`config.mk`:
```
export PLATFORM = sky130hd
export DESIGN_NAME = pattern_gen_flat
export DESIGN_NICKNAME = d
export VERILOG_FILES = /design/src/rtl/pattern_gen_if.sv /design/src/rtl/pattern_gen.sv /design/src/flat_wrapper.sv
export SDC_FILE = /design/constraint.sdc
export NUM_CORES = 1
export LEC_CHECK = 0
export ABC_AREA = 1
export CAP_MARGIN = 10
export CORE_AREA = 2 2 72 143
export DETAILED_ROUTE_END_ITERATION = 16
export DIE_AREA = 0 0 74 145
export HOLD_SLACK_MARGIN = 0.05
export PLACE_DENSITY = 0.71
export SLEW_MARGIN = 10
export SYNTH_ARGS = -nofsm -noshare
export SYNTH_HDL_FRONTEND = slang
export SYNTH_SLANG_ARGS = --single-unit
```
`constraint.sdc`:
```
create_clock -name clk -period 5.9 [get_ports clk]
set_input_delay 0.59 -clock clk [delete_from_list [all_inputs] [get_ports clk]]
set_output_delay 0.59 -clock clk [all_outputs]
set_load 0.02 [all_outputs]
```
`src/rtl/pattern_gen_if.sv`:
```
// Pattern configuration handshake between a host and pattern_gen.
//   cfg_valid   : host requests a pattern write
//   cfg_ready   : generator accepts writes (high only while idle)
//   cfg_ch      : channel index the write targets
//   cfg_pattern : pattern value, replayed MSB first
interface pattern_gen_if #(
    parameter int PAT_LEN = 8
);
    logic               cfg_valid;
    logic               cfg_ready;
    logic [1:0]         cfg_ch;
    logic [PAT_LEN-1:0] cfg_pattern;

    modport master (
        output cfg_valid,
        output cfg_ch,
        output cfg_pattern,
        input  cfg_ready
    );

    modport slave (
        input  cfg_valid,
        input  cfg_ch,
        input  cfg_pattern,
        output cfg_ready
    );
endinterface

```
`src/rtl/pattern_gen.sv`:
```
// 4-channel digital sequence generator with trigger output, used as the
// stimulus source for the logic analyser.
//   clk, rst    : system clock, synchronous active-high reset
//   cfg         : pattern write handshake (slave side)
//   div_val     : bit period minus 1, in clk cycles (latched at start)
//   tri_mode    : 1 = rising trigger edge, 0 = falling (latched at start)
//   trig_pos    : bit index within the frame where the edge occurs
//   start, stop : run control pulses; stop finishes the current frame
//   signal      : channel outputs, signal[k] replays pattern k MSB first
//   trigger     : trigger line
//   busy        : high while frames are generated
//   frame_done  : one-cycle pulse on the last clk of each frame
// All outputs are registered.
module pattern_gen #(
    parameter int PAT_LEN = 8,
    parameter int DIV_W   = 16
) (
    input  logic             clk,
    input  logic             rst,
    pattern_gen_if.slave     cfg,
    input  logic [DIV_W-1:0] div_val,
    input  logic             tri_mode,
    input  logic [2:0]       trig_pos,
    input  logic             start,
    input  logic             stop,
    output logic [3:0]       signal,
    output logic             trigger,
    output logic             busy,
    output logic             frame_done
);

    localparam int              BIT_W = (PAT_LEN > 1) ? $clog2(PAT_LEN) : 1;
    localparam logic [BIT_W-1:0] LAST = BIT_W'(PAT_LEN - 1);

    localparam logic [0:0] ST_IDLE = 1'b0;
    localparam logic [0:0] ST_RUN  = 1'b1;

    logic [0:0]         state;
    logic [PAT_LEN-1:0] pattern [4];
    logic [DIV_W-1:0]   div_l;
    logic               tri_l;
    logic [2:0]         pos_l;
    logic [BIT_W-1:0]   bit_cnt;
    logic [BIT_W-1:0]   bit_nxt;
    logic [DIV_W-1:0]   tick_cnt;
    logic [DIV_W-1:0]   tick_nxt;
    logic               stop_pend;
    logic               cfg_ready_r;
    logic               cfg_wr;
    logic               bit_end;
    logic               frame_end;

    assign cfg.cfg_ready = cfg_ready_r;
    assign cfg_wr        = cfg.cfg_valid && cfg_ready_r;

    // Trigger level for the bit about to be output. Evaluated only on bit
    // advances, so with trig_pos = 0 the first frame keeps the idle level
    // for bit 0 and later frames simply stay at the active level.
    function automatic logic trig_level(input logic [BIT_W-1:0] b,
                                        input logic [2:0]       pos,
                                        input logic             mode);
        return (32'(b) >= 32'(pos)) ? mode : ~mode;
    endfunction

    always_comb begin
        bit_end   = (tick_cnt == div_l);
        frame_end = bit_end && (bit_cnt == LAST);
        tick_nxt  = tick_cnt + DIV_W'(1);
        bit_nxt   = bit_cnt;
        if (bit_end) begin
            tick_nxt = '0;
            bit_nxt  = frame_end ? '0 : bit_cnt + BIT_W'(1);
        end
    end

    // Pattern storage: only writable while idle (cfg_ready high).
    always_ff @(posedge clk) begin
        if (rst) begin
            for (int k = 0; k < 4; k++) pattern[k] <= '0;
        end else if (cfg_wr) begin
            pattern[cfg.cfg_ch] <= cfg.cfg_pattern;
        end
    end

    always_ff @(posedge clk) begin
        if (rst) begin
            state       <= ST_IDLE;
            div_l       <= '0;
            tri_l       <= 1'b1;
            pos_l       <= '0;
            bit_cnt     <= '0;
            tick_cnt    <= '0;
            stop_pend   <= 1'b0;
            signal      <= '0;
            trigger     <= 1'b0;
            busy        <= 1'b0;
            frame_done  <= 1'b0;
            cfg_ready_r <= 1'b1;
        end else begin
            case (state)
                ST_IDLE: begin
                    frame_done <= 1'b0;
                    // start wins over a simultaneous stop
                    if (start) begin
                        state       <= ST_RUN;
                        div_l       <= div_val;
                        tri_l       <= tri_mode;
                        pos_l       <= trig_pos;
                        bit_cnt     <= '0;
                        tick_cnt    <= '0;
                        stop_pend   <= 1'b0;
                        busy        <= 1'b1;
                        cfg_ready_r <= 1'b0;
                        trigger     <= ~tri_mode;
                        frame_done  <= (LAST == '0) && (div_val == '0);
                        // A write committing at this same edge feeds the first bit.
                        for (int k = 0; k < 4; k++) begin
                            signal[k] <= (cfg_wr && (cfg.cfg_ch == 2'(k)))
                                         ? cfg.cfg_pattern[PAT_LEN-1]
                                         : pattern[k][PAT_LEN-1];
                        end
                    end
                end
                default: begin
                    if (stop) stop_pend <= 1'b1;
                    if (frame_end && (stop_pend || stop)) begin
                        state       <= ST_IDLE;
                        bit_cnt     <= '0;
                        tick_cnt    <= '0;
                        stop_pend   <= 1'b0;
                        signal      <= '0;
                        trigger     <= ~tri_l;
                        busy        <= 1'b0;
                        frame_done  <= 1'b0;
                        cfg_ready_r <= 1'b1;
                    end else begin
                        tick_cnt   <= tick_nxt;
                        bit_cnt    <= bit_nxt;
                        frame_done <= (bit_nxt == LAST) && (tick_nxt == div_l);
                        for (int k = 0; k < 4; k++) begin
                            signal[k] <= pattern[k][LAST - bit_nxt];
                        end
                        if (bit_end) trigger <= trig_level(bit_nxt, pos_l, tri_l);
                    end
                end
            endcase
        end
    end

endmodule

```
`src/flat_wrapper.sv`:
```
// flat-port wrapper written by rule: the top's interface ports become plain ports
module pattern_gen_flat 
#(
    parameter int PAT_LEN = 8,
    parameter int DIV_W   = 16
)
  (clk, rst, div_val, tri_mode, trig_pos, start, stop, signal, trigger, busy, frame_done, cfg_cfg_valid, cfg_cfg_ch, cfg_cfg_pattern, cfg_cfg_ready);
  pattern_gen_if #(.PAT_LEN(PAT_LEN)) cfg_i ();
  input  logic clk;
  input  logic rst;
  input  logic [DIV_W-1:0] div_val;
  input  logic tri_mode;
  input  logic [2:0] trig_pos;
  input  logic start;
  input  logic stop;
  output logic [3:0] signal;
  output logic trigger;
  output logic busy;
  output logic frame_done;
  input wire logic [$bits(cfg_i.cfg_valid)-1:0] cfg_cfg_valid;
  input wire logic [$bits(cfg_i.cfg_ch)-1:0] cfg_cfg_ch;
  input wire logic [$bits(cfg_i.cfg_pattern)-1:0] cfg_cfg_pattern;
  output wire logic [$bits(cfg_i.cfg_ready)-1:0] cfg_cfg_ready;
  assign cfg_i.cfg_valid = cfg_cfg_valid;
  assign cfg_i.cfg_ch = cfg_cfg_ch;
  assign cfg_i.cfg_pattern = cfg_cfg_pattern;
  assign cfg_cfg_ready = cfg_i.cfg_ready;
  pattern_gen #(.PAT_LEN(PAT_LEN), .DIV_W(DIV_W)) u_core (.clk(clk), .rst(rst), .cfg(cfg_i), .div_val(div_val), .tri_mode(tri_mode), .trig_pos(trig_pos), .start(start), .stop(stop), .signal(signal), .trigger(trigger), .busy(busy), .frame_done(frame_done));
endmodule
```
======== Word-level counts from Yosys, hierarchy flattened ========
Memory sizes are Yosys's and may differ from the RTL's.
Index checks and enable logic that the tools add are counted.
operators by class
  $add $sub $neg .......................... 3
  order comparisons ....................... 2
  equality and inequality tests ........... 10
  muxes and demuxes ....................... 49
  bitwise gates (word level) .............. 3
  reduce and logical (&&, ||, !) cells .... 17
operators by type and width
  cell                                                                  count
  16-bit 2-to-1 mux                                                     4
  16-bit == test                                                        2
  1-bit 2-to-1 mux                                                      31
  16-bit by 1-bit adder with 16-bit output, second input constant       1
  3-bit 2-to-1 mux                                                      5
  1-bit binary-select mux with 3-bit select                             4
  4-bit 2-to-1 mux                                                      3
  1-bit logical AND                                                     8
  8-bit 2-to-1 mux                                                      1
  2-bit AND reduction                                                   4
  8-bit OR reduction                                                    1
  3-bit == test, second input constant                                  2
  3-bit inequality test, second input constant                          2
  2-bit == test, second input constant                                  2
  3-bit by 4-bit < comparator with 1-bit output, second input constant  1
  3-bit by 1-bit adder with 3-bit output, second input constant         1
  3-bit >= comparator                                                   1
  1-bit inverter                                                        3
  3-bit OR reduction                                                    1
  3-bit subtractor, first input constant                                1
  2-bit by 1-bit == test with 1-bit output, second input constant       1
  2-bit zero test                                                       1
  2-bit 2-to-1 mux                                                      1
  2-bit inequality test, second input constant                          1
  2 further kinds                                                       2
word-level totals
  register bits after elaboration ......... 49
  RAM bits ................................ 32
  input port bits ......................... 35
  output and inout port bits .............. 8
  word-level logic and storage cells ...... 97
  memories ................................ 1
memory list
  name            words  width  rd ports  clocked after memory_dff  write ports  RTL line           source
  u_core.pattern  4      8      4         0                         4            pattern_gen.sv:39  logic [PAT_LEN-1:0] pattern [4];

======== Longest topological paths before layout ========
Gate-level depths: netlist (run 1).
  word-level depth ........................ 9
  gate-level depth with buffers ........... 17

======== Least setup slack after synthesis (run 1) ========
Ideal clock, no wire load.
  path type ............................... reg2reg
  from .................................... reg u_core.tick_cnt[0]
  to ...................................... reg u_core.trigger
  setup time .............................. 0.132 ns
  arrival time ............................ 2.175 ns
  data required time ...................... 5.768 ns
  slack ................................... 3.592 ns
  cell stages (with the launch flop) ...... 17
  path buffers ............................ 0
  path through ............................ dfxtp_1 -> inv_2 -> nand2_1 -> nand2_1 -> nor2_1 -> nand2_1 -> nor2_4 -> nand3b_1 -> nand2_2 -> inv_2 -> ha_1 -> nand2_1 -> o211ai_1 -> nand2_1 -> xor2_1 -> o21ai_0 -> a21oi_1
between the ends
  longest elaborated chain between the ends .. 9
  elaborated cells on any way between the ends .. 12
RTL lines
  element                 RTL line            source
  from (decl)             pattern_gen.sv:45   logic [DIV_W-1:0] tick_cnt;
  from (signal assigned)  pattern_gen.sv:137  tick_cnt <= tick_nxt;
  16-bit == test (*)      pattern_gen.sv:66   bit_end = (tick_cnt == div_l);
  1-bit logical AND       pattern_gen.sv:67   frame_end = bit_end && (bit_cnt == LAST);
  3-bit 2-to-1 mux        pattern_gen.sv:72   bit_nxt = frame_end ? '0 : bit_cnt + BIT_W'(1);
  3-bit 2-to-1 mux        pattern_gen.sv:70   if (bit_end) begin
  3-bit >= comparator     pattern_gen.sv:62   return (32'(b) >= 32'(pos)) ? mode : ~mode;
  1-bit 2-to-1 mux        pattern_gen.sv:62
  1-bit 2-to-1 mux        pattern_gen.sv:143  if (bit_end) trigger <= trig_level(bit_nxt, pos_l, tri_l);
  1-bit 2-to-1 mux        pattern_gen.sv:126  if (frame_end && (stop_pend || stop)) begin
  1-bit 2-to-1 mux        pattern_gen.sv:100  case (state)
  to (signal assigned)    pattern_gen.sv:114  trigger <= ~tri_mode;
  to (signal assigned)    pattern_gen.sv:132  trigger <= ~tri_l;
  to (signal assigned)    pattern_gen.sv:143
  to (decl)               pattern_gen.sv:27   output logic trigger,
Mark *: on every way between the ends. The rest lies on a longest branch, timed or not. The select of a mux whose other input is x is not followed.
A chain may end at the register's enable or synchronous reset.

======== Worst setup path in the final report (run 1) ========
Ends and elaborated chain as after synthesis.

==> results of run 1 <==
[report_power, final]
part           switching [uW]  leakage (uW)  internal [uW]
clock                     214      0.000132            329
combinational             132       0.00134           76.7
sequential               22.0      0.000736            615
[state kept, by name (all words and copies together), names as in the netlist]
name and cells:
u_core.bit_cnt 3, u_core.busy 1, u_core.cfg.cfg_ready 1, u_core.div_l 16, u_core.frame_done 1, u_core.pattern 32, u_core.pos_l 3, u_core.signal 4
u_core.state 1, u_core.stop_pend 1, u_core.tick_cnt 16, u_core.tri_l 1, u_core.trigger 1
[worst register-to-register path, stage by stage (launching register included)]
cell	delay (ps)
dfxtp_1	480
inv_2	110
nand2_1	70
nand2_1	40
nor2_1	110
nand2_1	120
nor2_4	220
nand2_4	260
nand2_1	180
nand2_2	160
inv_2	220
ha_1	280
nand3_1	100
o211ai_1	100
nand2_1	100
xor2_1	160
o21ai_0	100
a21oi_1	120
[cell type report]
class                   count  area (um^2)
fillers                   928         4510
clock inverters             1         30.0
multi-input cells         434         2040
well taps                 132          165
clock buffers              15          248
inverters                  76          288
repair buffers             42          420
flip-flops and latches     81         1940
[layer usage]
metal	track usage	vias to the layer above	wire length (um)
li1	-	2047	-
met1	0.229	1839	4110
met2	0.427	134	6550
met3	0.0319	44	444
met4	0.157	0	801
met5	0	-	0
[cells in the mapped netlist, types with 10 or more instances]
cell / count / area [um^2]
nand2_1: 184 / 691
nor2_1: 67 / 251
inv_1: 65 / 244
nand3_1: 58 / 290
dfxtp_1: 49 / 981
edfxtp_1: 32 / 961
a21oi_1: 31 / 155
o21ai_0: 31 / 155
xor2_1: 13 / 114
clkbuf_1: 12 / 45.0
nor3_1: 11 / 55.1
o22ai_1: 10 / 62.6
[final timing paths]
kind | to | slack (ps) | from | cells past startpoint
setup / recovery | u_core.trigger$_SDFFE_PP0P_ | 2880 | u_core.tick_cnt[0]$_SDFFE_PP0P_ | 17
hold / removal | u_core.pos_l[2]$_SDFFE_PP0P_ | 460 | u_core.pos_l[2]$_SDFFE_PP0P_ | 2
setup reg to reg | u_core.trigger$_SDFFE_PP0P_ | 2880 | u_core.tick_cnt[0]$_SDFFE_PP0P_ | 17
hold reg to reg | u_core.pos_l[2]$_SDFFE_PP0P_ | 460 | u_core.pos_l[2]$_SDFFE_PP0P_ | 2
[cell families (layout without fill, tap and decap cells)]
group,count (synthesis),in the layout,share of synthesized area
adder cells (fa/ha/maj),6,6,0.0172
AO/OA/AOI/OAI,77,77,0.0957
buffers and inverters,94,134,0.0891
AND/OR/NAND/NOR,338,338,0.327
flip-flops,81,81,0.445
XOR/XNOR,13,13,0.0261
[stage by stage]
step	worst slack (ps)	cells	total power, uW	instance area, um^2	utilization
floorplan	3590	609	780	4370	-
global placement	2710	765	849	4850	0.504
detailed placement	2600	765	855	4850	0.504
CTS	2910	781	1390	5130	0.532
global route	2580	781	1440	5130	0.532
finish	2880	781	1390	5130	0.532
==> impl_metrics.toml, run 1 <==
[sta]
slew_headroom = 0.293
worst_slew_pin_slew_ps = 1060
maxSlewViolCount = 0
post-route-period-util = 0.512
rsz0062_at_grt = "false"
worst_clock_skew_ps = 6.83
fmax_ghz = 0.331
whs_ps = 465
final-hold-violation-count = 0
setup-tns-final_ps = 0
finalSetupViolCount = 0
period_minus_slack_ps = 3020

[clock_tree]
clk_pin_slew_ps = 60
post_cts_buffers = 0
cts_tree = "done"
clk_latency_ps = 330
cts_sinks = 81
postCtsHoldBufs = 0
cts_buffers = 9
clockBufferDepth = 2
htreeDepth = 3
cts_resized = 0
cts_root_buf = "clkbuf_16"

[floorplanning]
rows = 51
die_h_um = 145
pin_count = 43
die_w_um = 74
dieArea_um2 = 10700
placeableCoreArea_um2 = 9640
initial_core_util = 0.453

[global_route]
grt-ovfl-total = 0
antenna_found_initial = 0
grt_pass1_wl_um = 19200
grt_start_max_net_pins = 40
gr-usage-all-layers = 0.234
grt_pass1_vias = 4189

[critical_path]
worst-path-buf-inv = 2
worstSetupEndpointType = "register"
cp_top_family = "simple AND/OR/NAND/NOR gates"
crit_chain = "inv_2 -> nand2_1 -> nand2_1 -> nor2_1 -> nand2_1 -> nor2_4 -> nand2_4 -> nand2_1 -> nand2_2 -> inv_2 -> ha_1 -> nand3_1 -> o211ai_1 -> nand2_1 -> xor2_1 -> o21ai_0 -> a21oi_1"
path_common_cell = "nand2_1"
critPathRequiredTime_ps = 6150
cp-start-kind = "register"
critical_path_class = "reg -> reg"
cp_slowest_stage_delay_ps = 480
crit_arrival_ps = 3270
crit_path_top_delay_cell = "dfxtp_1"
critPathMaxFanout = 32

[logic_synthesis]
ys_async_sr_fraction = 0
synthesis.area_um2 = 4370
ys.flop_type = "dfxtp_1"
synth_edf_count = 32
ys_warn_count = 0
synth_nets = 650
synth.avg_cell_area_um2 = 7.17
ys_seq_area_frac = 0.445
synth_seq_cells = 81
syn_inst = 609
synth.distinct_cells = 33

[pwr]
powerDensity_nw_per_um2 = 271
ir_drop_v = 0.000199
p_leak_uw = 0.00221

[routing]
drc = 0
wl_um = 11900
avgRoutedWirePerCell_um = 15.2
num_vias = 4064
drt_iter0_markers = 327
via_per_inst = 5.20
antenna_left = 0
first_pass_iters = 5

[cells_and_area]
area_growth_pct = 17.4
drive_above_1_share = 0.0447
diodes = 0
layout_common_cells = "nand2_1 (184), nor2_1 (67), inv_1 (65), nand3_1 (58), dfxtp_1 (49)"
layout_commonest_cell = "nand2_1"
nNetsFinal = 685

[place]
dp_hpwl_um = 8930
gp_congestion = 0.977
io_buffers = 42

[outcome]
status = "complete, no violations"

[run]
maxCapViolations = 0

[min_path]
hold_class = "reg -> reg"
(Power assumes the default switching activity.)
==> inputs of run 2 (changes only) <==
--- a/config.mk
+++ b/config.mk
@@ -11,7 +11,7 @@
 export DETAILED_ROUTE_END_ITERATION = 16
 export DIE_AREA = 0 0 74 145
 export HOLD_SLACK_MARGIN = 0.05
-export PLACE_DENSITY = 0.71
+export PLACE_DENSITY = 0.73
 export SLEW_MARGIN = 10
 export SYNTH_ARGS = -nofsm -noshare
 export SYNTH_HDL_FRONTEND = slang
==> constraint.sdc (replaced) <==
create_clock -name clk -period 2.6 [get_ports clk]
set_input_delay 0.26 -clock clk [delete_from_list [all_inputs] [get_ports clk]]
set_output_delay 0.26 -clock clk [all_outputs]
set_load 0.02 [all_outputs]
==> run 2 against run 1 <==
Compared with the run above:
- sequential cell count unchanged
- final cell count up 2.0%
- critical path type unchanged
- critical endpoint unchanged
- largest cell class unchanged
- worst setup slack worse by 2700 ps
==> impl_metrics.toml, run 2 (synthesized netlist as in run 1, its figures left out) <==
[outcome]
status = "complete, no violations"

[critical_path]
cp-startpoint = "u_core.div_l[4]$_SDFFE_PP0P_"
critPathRequiredTime_ps = 2810
critical_path_class = "reg -> reg"
cp-start-kind = "register"
r2r-start = "u_core.div_l[4]$_SDFFE_PP0P_"
path_common_cell = "nand2_1"
worstSetupEndpointType = "register"
critPathCapture = "u_core.trigger$_SDFFE_PP0P_"
ff2ff_path_depth = 17
crit_path_top_delay_cell = "dfxtp_1"
crit_chain = "inv_1 -> nand2_1 -> nand2_1 -> nor2_1 -> nand2_1 -> nor2_4 -> buf_4 -> nand3b_1 -> nand2_2 -> inv_2 -> ha_1 -> nand2_1 -> o211ai_1 -> nand2_1 -> xor2_1 -> o21ai_1 -> a21oi_1"
critPathMaxFanout = 3
ff2ff_setup_slack_ps = 180
crit_arrival_ps = 2630
worstReg2RegEnd = "u_core.trigger$_SDFFE_PP0P_"
cp_slowest_stage_delay_ps = 360

[clock_tree]
clockBufferDepth = 2
cts_tree = "done"
clk_latency_ps = 330
clk_pin_slew_ps = 60
htreeDepth = 3
postCtsHoldBufs = 0
cts_sinks = 81
cts_buffers = 9
cts_root_buf = "clkbuf_16"

[global_route]
top_usage_layer = "met2"
grt_use_met1 = 0.228
grt_start_max_net_pins = 39
antenna_found_initial = 0
grt_pass1_vias = 4055
use_met2 = 0.412
gr-usage-all-layers = 0.229
grt_pass1_wl_um = 18800
grt-ovfl-total = 0
grt_util_met3 = 0.0319

[sta]
slew_headroom = 0.639
whs_ps = 480
setup-tns-final_ps = 0
period_minus_slack_ps = 2420
finalSetupViolCount = 0
maxSlewViolCount = 0
worst_slew_pin_slew_ps = 541
final-hold-violation-count = 0
fmax_ghz = 0.414
worst_clock_skew_ps = 7.39
post-route-period-util = 0.929
setup_ws_ps = 184

[pwr]
p_leak_uw = 0.00228
powerDensity_nw_per_um2 = 583
ir_drop_v = 0.000478

[floorplanning]
die_w_um = 74
die_h_um = 145
placeableCoreArea_um2 = 9640
dieArea_um2 = 10700
rows = 51
pin_count = 43
initial_core_util = 0.453

[place]
dp_hpwl_um = 9020
io_buffers = 42
dpl_cell_area_um2 = 4940
gp_congestion = 0.983
post-place-ws_ps = 132

[routing]
drc = 0
drt_iter0_markers = 322
num_vias = 4179
avgRoutedWirePerCell_um = 15.0
wl_um = 12000
first_pass_iters = 4
via_per_inst = 5.24
antenna_left = 0

[cells_and_area]
top_register = "u_core.pattern"
reg_top3 = "u_core.pattern x32, u_core.div_l x16, u_core.tick_cnt x16"
largest_reg_flops = 32
nNetsFinal = 702
final_area_um2 = 5250
drive_above_1_share = 0.0872
layout_common_cells = "nand2_1 (183), nor2_1 (66), inv_1 (65), nand3_1 (58), clkdlybuf4s50_1 (42)"
layout_commonest_cell = "nand2_1"
area_growth_pct = 20.1
diodes = 0

[run]
maxCapViolations = 0

[min_path]
holdPathStages = 2
hold_class = "reg -> reg"
run 2: changes by cell type in the layout (fill, tap and decap cells not counted), sizes merged:
cell and change:
buf +17, bufinv -1, clkbuf -1, clkinv +1
run 2: what timing repair did:
item / CTS / global route
endpoints found under the setup margin: 0 / 1
resized for setup: 0 / 13
buffers inserted: 0 / 5
run 2: where the power goes:
part	switching, uW	total, uW	internal (uW)
sequential	49.2	1450	1400
combinational	305	501	196
clock	467	1110	642
run 2: stage by stage:
stage | util | instances | total power (uW)
6_report | 0.544 | 797 | 3060
5_1_grt | 0.544 | 797 | 3180
4_1_cts | 0.539 | 792 | 3060
3_5_place_dp | 0.513 | 777 | 1960
3_3_place_gp | 0.513 | 777 | 1950
2_1_floorplan | - | 609 | 1770
run 2: layer usage:
metal / vias up / routed length [um] / share of wire
met4: 0 / 837 / 0.070
met2: 146 / 6530 / 0.55
met1: 1906 / 4180 / 0.35
met3: 50 / 428 / 0.036
met5: - / 0 / 0
li1: 2077 / - / -
run 2: worst min-delay path by stage:
stage                                 start  slack, ps                           end
3_3_place_gp      u_core.tri_l$_SDFFE_PP1P_        470     u_core.tri_l$_SDFFE_PP1P_
5_1_grt         u_core.trigger$_SDFFE_PP0P_        510   u_core.trigger$_SDFFE_PP0P_
6_report          u_core.tri_l$_SDFFE_PP1P_        480     u_core.tri_l$_SDFFE_PP1P_
3_5_place_dp      u_core.tri_l$_SDFFE_PP1P_        470     u_core.tri_l$_SDFFE_PP1P_
2_1_floorplan                      tri_mode        390     u_core.tri_l$_SDFFE_PP1P_
4_1_cts        u_core.pos_l[1]$_SDFFE_PP0P_        480  u_core.pos_l[1]$_SDFFE_PP0P_
run 2: final cells by class:
type | count | area [um^2]
clock buffer | 14 | 244
multi-input combinational | 434 | 2040
inverter | 76 | 288
fill | 886 | 4390
timing repair buffer | 59 | 548
sequential | 81 | 1950
tap | 132 | 165
clock inverter | 1 | 5.00
run 2: worst max-delay path, delay by kind of cell (launching register included):
family,cells,cell delay (ps)
and+or+nand+nor,9,880
DFF,1,360
adders and majority gates,1,280
AOI/OAI and AO/OA,3,350
xor gates and xnor gates,1,150
buffers and inverters,3,280
